File: src/rtl/cic_rate_controller.sv
// CIC decimation sequencing: applies ratio changes, clears the filter,
// then masks the settling outputs before releasing the stream downstream.
module cic_rate_controller #(
  parameter int STAGES             = 3,
  parameter int MAX_DECIM_LOG2     = 6,
  parameter int DEFAULT_DECIM_LOG2 = 3,
  parameter int CLEAR_CYCLES       = 2,
  parameter int SETTLE_EXTRA       = 0,
  localparam int DW = $clog2(MAX_DECIM_LOG2 + 1)
) (
  input  logic          clk,
  input  logic          rst_n,
  input  logic          cfg_valid,
  input  logic [DW-1:0] cfg_decim_log2,
  output logic          cfg_ready,
  output logic          cfg_err,
  input  logic          in_valid,
  output logic          in_ready,
  output logic          cic_data_valid,
  output logic          cic_clear,
  output logic [DW-1:0] cic_decim_log2,
  input  logic          cic_out_valid,
  output logic          out_valid,
  output logic          settled,
  output logic [15:0]   drop_count
);

  localparam int SN = STAGES + SETTLE_EXTRA;
  localparam int SW = $clog2(SN + 1);
  localparam int CW = $clog2(CLEAR_CYCLES + 1);

  typedef enum logic [1:0] {
    S_RUN,
    S_CLEAR,
    S_SETTLE
  } state_t;

  state_t          r_state;
  state_t          w_next;
  logic [DW-1:0]   r_decim;
  logic [CW-1:0]   r_clr_cnt;
  logic [SW-1:0]   r_settle_cnt;
  logic [15:0]     r_drop;
  logic            r_cfg_err;

  logic            w_in_ready;
  logic            w_cfg_ready;
  logic            w_clear;
  logic            w_settled;
  logic            w_pass;
  logic            w_count;
  logic            w_cfg_fire;
  logic            w_cfg_legal;
  logic            w_last_settle;
  logic            w_clr_done;
  logic            w_drop_sat;

  assign w_cfg_fire  = cfg_valid & w_cfg_ready;
  assign w_cfg_legal = (cfg_decim_log2 != '0) &&
                       (cfg_decim_log2 <= DW'(MAX_DECIM_LOG2));
  assign w_last_settle = (r_settle_cnt == SW'(SN - 1));
  assign w_clr_done    = (r_clr_cnt == CW'(1));
  assign w_drop_sat    = (r_drop == 16'hFFFF);

  always_comb begin
    w_next      = r_state;
    w_in_ready  = 1'b1;
    w_cfg_ready = 1'b0;
    w_clear     = 1'b0;
    w_settled   = 1'b0;
    w_pass      = 1'b0;
    w_count     = 1'b0;
    unique case (r_state)
      S_RUN: begin
        w_cfg_ready = 1'b1;
        w_settled   = 1'b1;
        w_pass      = 1'b1;
        if (cfg_valid && w_cfg_legal)
          w_next = S_CLEAR;
      end
      S_CLEAR: begin
        w_in_ready = 1'b0;
        w_clear    = 1'b1;
        if (w_clr_done)
          w_next = S_SETTLE;
      end
      S_SETTLE: begin
        w_count = cic_out_valid;
        if (cic_out_valid && w_last_settle)
          w_next = S_RUN;
      end
      default: begin
        w_next = S_SETTLE;
      end
    endcase
  end

  always_ff @(posedge clk or negedge rst_n) begin
    if (!rst_n) begin
      r_state <= S_SETTLE;
    end else begin
      r_state <= w_next;
    end
  end

  // Ratio and clear length are captured together on the accepting edge.
  always_ff @(posedge clk or negedge rst_n) begin
    if (!rst_n) begin
      r_decim   <= DW'(DEFAULT_DECIM_LOG2);
      r_clr_cnt <= '0;
    end else if (w_cfg_fire && w_cfg_legal) begin
      r_decim   <= cfg_decim_log2;
      r_clr_cnt <= CW'(CLEAR_CYCLES);
    end else if (r_state == S_CLEAR) begin
      r_clr_cnt <= r_clr_cnt - CW'(1);
    end
  end

  always_ff @(posedge clk or negedge rst_n) begin
    if (!rst_n) begin
      r_settle_cnt <= '0;
    end else if (r_state == S_CLEAR) begin
      r_settle_cnt <= '0;
    end else if (w_count) begin
      r_settle_cnt <= r_settle_cnt + SW'(1);
    end
  end

  always_ff @(posedge clk or negedge rst_n) begin
    if (!rst_n) begin
      r_drop    <= '0;
      r_cfg_err <= 1'b0;
    end else begin
      r_cfg_err <= w_cfg_fire & ~w_cfg_legal;
      if (w_count && !w_drop_sat)
        r_drop <= r_drop + 16'd1;
    end
  end

  assign cfg_ready      = w_cfg_ready;
  assign cfg_err        = r_cfg_err;
  assign in_ready       = w_in_ready;
  assign cic_data_valid = in_valid & w_in_ready;
  assign cic_clear      = w_clear;
  assign cic_decim_log2 = r_decim;
  assign out_valid      = cic_out_valid & w_pass;
  assign settled        = w_settled;
  assign drop_count     = r_drop;

endmodule

File: config.mk
export PLATFORM = sky130hd
export DESIGN_NAME = cic_rate_controller
export DESIGN_NICKNAME = d
export VERILOG_FILES = /design/src/rtl/cic_rate_controller.sv
export SDC_FILE = /design/constraint.sdc
export NUM_CORES = 1
export LEC_CHECK = 0
export ABC_CLOCK_PERIOD_IN_PS = 2740
export CORE_MARGIN = 4
export CORE_UTILIZATION = 50
export DETAILED_ROUTE_END_ITERATION = 12
export GPL_TIMING_DRIVEN = 0
export PLACE_DENSITY = 0.8
export SLEW_MARGIN = 40
export SYNTH_ARGS = -nofsm -noshare
export SYNTH_HDL_FRONTEND = slang
export SYNTH_SLANG_ARGS = --single-unit
File: constraint.sdc
create_clock -name clk -period 2.74 [get_ports clk]
set_input_delay 0.685 -clock clk [delete_from_list [all_inputs] [get_ports clk]]
set_output_delay 0.685 -clock clk [all_outputs]
set_load 0.01 [all_outputs]
### Word-level counts from Yosys, hierarchy flattened

Index checks and enable logic that the tools add are counted.

| word-level totals | value |
|---|---|
| output and inout port bits | 26 |
| flip-flop bits (word level) | 26 |

| operators by class | value |
|---|---|
| muxes and demuxes | 12 |
| bitwise logic cells | 5 |
| reduce and logical (&&, ||, !) cells | 11 |
| equality and inequality tests | 8 |
| $lt $le $gt $ge | 1 |
| add/sub/neg operators | 3 |

Operators with widths:

| operator | count |
|---|---|
| 16-bit by 1-bit adder with 16-bit output, second input constant | 1 |
| 16-bit == test, second input constant | 1 |
| 2-bit two-way mux | 7 |
| 2-bit != test, second input constant | 3 |
| 2-bit one-hot mux with 3 select lines | 1 |
| 1-bit logical AND | 5 |
| 1-bit bitwise AND | 4 |
| 2-bit by 1-bit == test with 1-bit output, second input constant | 2 |
| 2-bit == test, second input constant | 2 |
| 1-bit two-way mux | 4 |
| 2-bit nonzero test | 2 |
| 3-bit less-or-equal comparator, second input constant | 1 |
| 3-bit AND reduction | 1 |
| 3-bit nonzero test | 1 |
| 2-bit by 1-bit adder with 2-bit output, second input constant | 1 |
| 2-bit zero test | 1 |
| 2-bit by 1-bit subtractor with 2-bit output, second input constant | 1 |
| 1-bit zero test | 1 |
| 1-bit inverter | 1 |

### Depth between registers and ports, before layout

Gate-level depths: netlist of the first run.

| depth | value |
|---|---|
| word-level depth | 5 |
| mapped depth | 6 |

### Least setup slack after synthesis of the first run

Ideal clock, no wire load.

| timing path | value |
|---|---|
| kind | register to output |
| from | reg r_state[1] |
| to | out cic_data_valid |
| path buffers | 2 |
| arrival time | 1.253 ns |
| path slack | 0.802 ns |
| cell stages (with the launch flop) | 5 |
| cell sequence | dfstp_2 -> buf_2 -> nand2b_1 -> clkbuf_1 -> and2_1 |

| on the way | value |
|---|---|
| cells in the longest elaborated chain, start to end | 3 |

Ends and longest elaborated chain:

| what | RTL line | source |
|---|---|---|
| start: declaration | 38 | `state_t r_state;` |
| start signal: assignment | 102 | `r_state <= w_next;` |
| 2-bit by 1-bit == test with 1-bit output | 73 | `unique case (r_state)` |
| 1-bit two-way mux | 73 |  |
| via in_ready | 18 | `output logic in_ready,` |
| 1-bit bitwise AND | 143 | `assign cic_data_valid = in_valid & w_in_ready;` |
| end: declaration | 19 | `output logic cic_data_valid,` |

The timed path passes the listed nets, and every way through them passes these cells.

### Worst setup path in the final report of the first run

| timing path | value |
|---|---|
| from | reg r_state[1] |
| to | out cic_data_valid |

| on the way | value |
|---|---|
| cells in the longest elaborated chain, start to end | 3 |

Ends and longest elaborated chain:

| what | RTL line |
|---|---|
| 2-bit by 1-bit == test with 1-bit output | 73 |
| 1-bit two-way mux | 73 |
| 1-bit bitwise AND | 143 |

No other way between the ends.

==> results of run 1 <==
## worst max path at each step
stage                       start             end  slack [ns]  depth (start not counted)
finish                 r_state[1]  cic_data_valid        0.11                          4
global placement    cic_out_valid       out_valid        0.02                          3
global route           r_state[1]  cic_data_valid        0.01                          4
floorplan              r_state[1]  cic_data_valid        0.80                          4
detailed placement  cic_out_valid       out_valid       -0.02                          3
CTS                    r_state[1]  cic_data_valid        0.03                          4
## power by group
| part | internal (mW) | total [mW] | switching [mW] |
|---|---|---|---|
| clock network | 0.148 | 0.265 | 0.117 |
| logic | 0.356 | 0.675 | 0.319 |
| registers | 0.489 | 0.559 | 0.0705 |
| total | 0.993 | 1.50 | 0.507 |
## per-stage QoR
stage | total power [mW] | worst slack, ns | cell area (µm²) | std cells | hold WS, ns
floorplan | 0.937 | 0.802 | 1420 | 136 | 0.389
global placement | 1.22 | 0.0168 | 1790 | 200 | 0.504
detailed placement | 1.25 | -0.0249 | 1780 | 200 | 0.506
CTS | 1.51 | 0.0251 | 1830 | 203 | 0.361
global route | 1.61 | 0.0101 | 1830 | 203 | 0.364
finish | 1.50 | 0.111 | 1830 | 203 | 0.348
## cells in the final DEF, fill, tap and decap left out, drive strengths merged, types with 3 or more instances in the layout
master / netlist / layout
a31oi: 3 / 3
nand3: 8 / 8
and2: 5 / 5
a21oi: 9 / 9
nand2: 11 / 11
clkbuf: 1 / 3
ha: 3 / 3
xor2: 4 / 4
buf: 4 / 5
nor3: 4 / 4
dfrtp: 23 / 23
nor2: 13 / 13
o21ai: 6 / 6
clkdlybuf4s50: 0 / 31
dfstp: 3 / 3
nand2b: 3 / 3
mux2: 6 / 6
nand4: 4 / 4
inv: 5 / 5
## cell type report
cell class	count	area (µm²)	share of cell area, %
multi-input cells	100	714	39.0
flip-flops and latches	26	654	35.7
repair buffers	33	324	17.7
well taps	31	38.8	2.12
clock inverters	1	30.0	1.64
plain buffers	4	28.8	1.57
clock buffers	3	22.5	1.23
inverters	5	18.8	1.02
## registers in the layout, indices dropped and copies added (netlist names)
name / count
cfg_err: 1
cic_decim_log2: 3
drop_count: 16
r_clr_cnt: 2
r_settle_cnt: 2
r_state: 2
## critical path, stage by stage (launching register included)
cell             delay (ns)
dfstp_2                0.54
buf_2                  0.20
nand2b_2               0.22
and2_1                 0.13
clkdlybuf4s50_1        0.53
## logic make-up (layout without fill, tap and decap cells)
group	after synthesis	in the layout
AO/OA/AOI/OAI	26	26
buffers and inverters	10	46
multiplexers	6	6
XOR/XNOR	6	6
AND/OR/NAND/NOR	59	59
adder cells (fa/ha/maj)	3	3
flip-flops	26	26
## per-layer routing
layer	wire, µm	global-route usage (%)	up-vias
met1	1330	21.1	537
met2	1470	31.0	27
met5	0	0	-
met3	157	4.61	4
li1	-	-	555
met4	36	5.57	0
==> metrics.md, run 1 <==
| Metric | Value |
|---|---|
| Status | complete, no violations |
| Mean Syn Cell Area | 10.4 µm² |
| Relative slew slack | 60.7% |
| Synth Instances | 136 |
| Synthesized flop and latch total | 26 |
| Initial antenna violation count | 0 |
| Post-Synth XOR/XNOR Area | 3.71% |
| Final core utilization | 67.0% |
| Yosys warns | 0 |
| Yosys top cell area share | 40.6% |
| Ys async rst share | 100% |
| Clock skew | 0.00230 ns |
| Netlist cell types | 43 |
| # Post-CTS Setup Buffers | 0 |
| Final WL | 2990 µm |
| Row cnt | 19 |
| Leakage | 0.816 nW |
| Slew @ Worst Pin | 0.590 ns |
| Detail Route Antenna Nets | 0 |
| Detailed placement HPWL | 2300 µm |
| CP Launch Type | register |
| Global-route wire length before repair | 5040 µm |
| Layout cells sized above 1 | 18.0% |
| ANT cells | 0 |
| Final-report max-slew violation count | 0 |
| Synth Area in Simple Gates | 26.4% |
| Prevailing post-synth register cell | dfrtp_1 |
| PortBufs | 33 |
| Floorplan die width | 61.2 µm |
| MaxCap Viol Count | 0 |
| Final GP Congestion | 0.750 |
| Initial Util | 51.9% |
| Final nets | 184 |
| GR Overflow Total | 0 |
| Maximum vdd ir drop | 0.686 mV |
| Multiplexer area fraction after synthesis | 5.56% |
| Critical Path RT | 2.06 ns |
| Clock Tree Root | clkbuf_4 |
| FF-to-FF End | drop_count[15] |
| Largest fanout on the critical path | 9 |
| Tcrit/Tclk final | 95.9% |
| Vias in the first global route | 1196 |
| Clock latency at the later pin of the worst-skew pair | 0.31 ns |
| Reg2Reg Setup Slack | 1.05 ns |
| Total clock sinks | 26 |
| Synth Area in Compound Gates | 11.9% |
| Largest cells by area after synthesis | dfrtp_1, dfstp_2, a21oi_1 |
| Via/cell ratio | 5.53 |
| Seq/Total Area, Yosys | 46.2% |
| FMAX | 380 MHz |
| Core ar. | 2730 µm² |
| Die Y | 61.2 µm |
| Setup-failing EPs final | 0 |
| Post-CTS Resized | 1 |
| Die area | 3750 µm² |
| Post-synthesis adder-cell area fraction | 2.65% |
| Initial drt markers | 25 |
| Number of flops mapped to enable cells by yosys | 0 |
| FF-to-FF path depth | 5 |
| Clock H-tree levels | 1 |
| Avg WL per Cell | 14.7 µm |
| Hold Vio Cnt, Final | 0 |
| RR Startpoint | r_state[1] |
| Leading area contributor after synthesis | dfrtp_1 |
| Synth cell count leaders | dfrtp_1, nand2_1, nor2_1 |
| TritonRoute pass-1 iters | 4 |
| Worst min path class | in2async |
| I/O pin cnt | 34 |
| Count leader, synth | dfrtp_1 |
| Post-Synthesis Cell Area | 1420 µm² |
| Largest net degree at the start of global routing | 27 |
| CTS tree | yes |
| Tot GR Track Use | 17.7% |
| PwrDens | 818 nW/µm² |
| DRC Markers | 0 |
| Fin crit period | 2.63 ns |
| Arrival @ worst endpoint | 1.94 ns |
| Main combinational cell family by area after synthesis | simple AND/OR/NAND/NOR gates |
| Cts hold-fix bufs | 0 |
| Worst Setup Path Type | reg2out |
| Worst Setup End Kind | output port |
| Setup TNS | 0 ns |
| RSZ-0062 raised after global routing | no |
| Maximum clock path buffer count | 2 |
| DR vias | 1123 |
| Net count after synthesis | 147 |
| Area added between synthesis and finish | 29.2% |
| Clock-pin slew on the worst setup and hold paths | 0.15 ns |
| Fillers | 224 |
| TritonCTS Buffers | 3 |
Power figures use the tool's default switching activity.
==> run 2: changes to the inputs <==
--- a/config.mk
+++ b/config.mk
@@ -6,11 +6,12 @@
 export NUM_CORES = 1
 export LEC_CHECK = 0
 export ABC_CLOCK_PERIOD_IN_PS = 2740
-export CORE_MARGIN = 4
-export CORE_UTILIZATION = 50
+export CORE_MARGIN = 3
+export CORE_UTILIZATION = 52
 export DETAILED_ROUTE_END_ITERATION = 12
 export GPL_TIMING_DRIVEN = 0
-export PLACE_DENSITY = 0.8
+export PLACE_DENSITY = 0.83
+export SKIP_CTS_REPAIR_TIMING = 1
 export SLEW_MARGIN = 40
 export SYNTH_ARGS = -nofsm -noshare
 export SYNTH_HDL_FRONTEND = slang
==> run 2 against run 1 <==
Register-to-register slack got worse by 0.06 ns; core utilization increased by 4.6 points; non-clock buffer count unchanged; final area decreased by 0.48%; via count increased by 5.3%; hold slack got worse by 0.029 ns.
==> metrics.md, run 2 (synthesized netlist as in run 1, its figures left out) <==
| Metric | Value |
|---|---|
| Die Y | 58.2 µm (-5.0%) |
| Maximum vdd ir drop | 0.769 mV (+12%) |
| TritonRoute pass-1 iters | 4 (unchanged) |
| Core ar. | 2540 µm² (-6.9%) |
| Initial antenna violation count | 0 (unchanged) |
| Fin crit period | 2.61 ns (-0.0185 ns) |
| I/O pin cnt | 34 (unchanged) |
| Layout cells sized above 1 | 18.0% (unchanged) |
| RSZ-0062 raised after global routing | no |
| Tcrit/Tclk final | 95.3% (-0.67 points) |
| Slew @ Worst Pin | 0.554 ns (-0.0357 ns) |
| Reg2Reg Setup Slack | 0.99 ns (-0.06 ns) |
| Floorplan die width | 58.2 µm (-5.0%) |
| Crit-path cells | buf_2 -> nand2b_4 -> and2_1 -> clkdlybuf4s50_1 |
| Avg WL per Cell | 15.1 µm (+2.5%) |
| MaxCap Viol Count | 0 (unchanged) |
| Largest fanout on the critical path | 9 (unchanged) |
| Clock latency at the later pin of the worst-skew pair | 0.32 ns (about the same) |
| Max reg flops | 16 (unchanged) |
| Detail Route Antenna Nets | 0 (unchanged) |
| Fillers | 194 (-13%) |
| Global-route wire length before repair | 5060 µm (+0.42%) |
| CP delay by family, top | buffers and inverters |
| Die area | 3390 µm² (-9.7%) |
| Worst Setup Path Type | reg2out |
| Hold Worst Slack | 0.319 ns (-0.0292 ns) |
| Commonest non-fill, non-tap cell in the layout | clkdlybuf4s50_1 |
| Final-report max-slew violation count | 0 (unchanged) |
| FF-to-FF End | drop_count[15] |
| Detailed placement HPWL | 2340 µm (+1.6%) |
| CP Launch Type | register |
| Hold Vio Cnt, Final | 0 (unchanged) |
| FF+latch area | 654 µm² (unchanged) |
| Status | complete, no violations |
| PwrDens | 790 nW/µm² (-3.5%) |
| Critical Path RT | 2.06 ns (about the same) |
| CTS tree | yes |
| Clock-pin slew on the worst setup and hold paths | 0.15 ns (about the same) |
| ANT cells | 0 (unchanged) |
| Clock Tree Root | clkbuf_4 |
| Arrival @ worst endpoint | 1.93 ns (about the same) |
| Multi-input gate area | 719 µm² (+0.70%) |
| Final WL | 3050 µm (+2.0%) |
| Clock skew | 0.0148 ns (+0.0125 ns) |
| DRC Markers | 0 (unchanged) |
| Setup-failing EPs final | 0 (unchanged) |
| Clock H-tree levels | 1 (unchanged) |
| PortBufs | 33 (unchanged) |
| Relative slew slack | 63.1% (+2.4 points) |
| GR Overflow Total | 0 (unchanged) |
| Overall power | 1.44 mW (-3.9%) |
| Worst Setup End Kind | output port |
| Most frequent cells in the layout | clkdlybuf4s50_1, dfrtp_1, nand2_1 |
| Critical-path top delay cell | clkdlybuf4s50_1 |
| FMAX | 383 MHz (+0.71%) |
| Area added between synthesis and finish | 28.6% |
| DR vias | 1182 (+5.3%) |
| Largest net degree at the start of global routing | 27 (unchanged) |
| FF-to-FF path depth | 5 (unchanged) |
| Final nets | 184 (unchanged) |
| Worst path max stage delay | 0.55 ns (about the same) |
| TritonCTS Buffers | 3 (unchanged) |
| Initial Util | 55.7% (+3.8 points) |
| Final GP Congestion | 0.754 (+0.48%) |
| Leakage | 0.819 nW (+0.40%) |
| Via/cell ratio | 5.85 (+5.8%) |
| Row cnt | 18 (-1) |
| Tot GR Track Use | 19.3% (+1.6 points) |
| Total clock sinks | 26 (unchanged) |
| Maximum clock path buffer count | 2 (unchanged) |
| Initial drt markers | 29 (+16%) |
| Vias in the first global route | 1152 (-3.7%) |
| WP buf/inv | 2 (unchanged) |
| RR Startpoint | r_state[1] |
| Worst min path class | in2async |
run 2: cell count changes in the layout (fill, tap and decap cells not counted):
cell | before | now
clkbuf_8 | 0 | 1
dlymetal6s2s_1 | 0 | 1
nand2b_4 | 0 | 1
bufinv_16 | 1 | 0
nand2b_2 | 1 | 0
dlygate4sd2_1 | 1 | 0
run 2: layout make-up:
class | instances | share of cell area [%]
buffer | 4 | 1.58
clock buffer | 4 | 1.99
inverter | 5 | 1.03
multi-input combinational | 100 | 39.5
sequential | 26 | 35.9
tap | 30 | 2.06
timing repair buffer | 33 | 18.0
run 2: through the flow:
stage / cell area, µm² / instances / setup WS, ns / utilization (%) / setup TNS (ns)
CTS: 1820 / 203 / -0.105 / 71.4 / -0.105
global placement: 1790 / 199 / 0.0387 / 70.2 / 0
finish: 1820 / 202 / 0.130 / 71.6 / 0
floorplan: 1420 / 136 / 0.802 / - / 0
detailed placement: 1780 / 199 / 0.0103 / 70.0 / 0
global route: 1820 / 202 / 0.0154 / 71.6 / 0
run 2: layer usage:
metal | track usage, % | wire, µm | share of wire (%)
met3 | 5.35 | 154 | 5.0
met1 | 21.8 | 1260 | 41
met4 | 6.62 | 20 | 0.66
met5 | 0 | 0 | 0
met2 | 34.8 | 1620 | 53
run 2: how the worst max path moves through the flow:
stage | from | to | slack, ns | cells past startpoint
after floorplan | r_state[1] | cic_data_valid | 0.80 | 4
after global placement | cic_out_valid | out_valid | 0.04 | 3
after detailed placement | cic_out_valid | out_valid | 0.01 | 3
after CTS | r_state[1] | cic_data_valid | -0.10 | 5
after global routing | r_state[1] | cic_data_valid | 0.02 | 4
final | r_state[1] | cic_data_valid | 0.13 | 4
run 2: worst register-to-register path: cells and delay by family (launching register included):
family	cells	cell delay (ns)
simple gates	3	0.75
buf+inv	1	0.20
flops	1	0.53
xor+xnor	1	0.20
run 2: where the power goes:
group / internal [mW] / switching (mW)
Combinational: 0.363 / 0.323
Clock: 0.0813 / 0.112
Sequential: 0.489 / 0.0728
Total: 0.933 / 0.507
==> run 3: changes to the inputs <==
--- a/config.mk
+++ b/config.mk
@@ -8,7 +8,9 @@
 export ABC_CLOCK_PERIOD_IN_PS = 2740
 export CORE_MARGIN = 3
 export CORE_UTILIZATION = 52
+export CTS_CLUSTER_DIAMETER = 60
 export DETAILED_ROUTE_END_ITERATION = 12
+export GPL_ROUTABILITY_DRIVEN = 0
 export GPL_TIMING_DRIVEN = 0
 export PLACE_DENSITY = 0.83
 export SKIP_CTS_REPAIR_TIMING = 1
==> results of run 3 <==
Same layout as run 2: the final DEF is identical, and so are final timing and power.
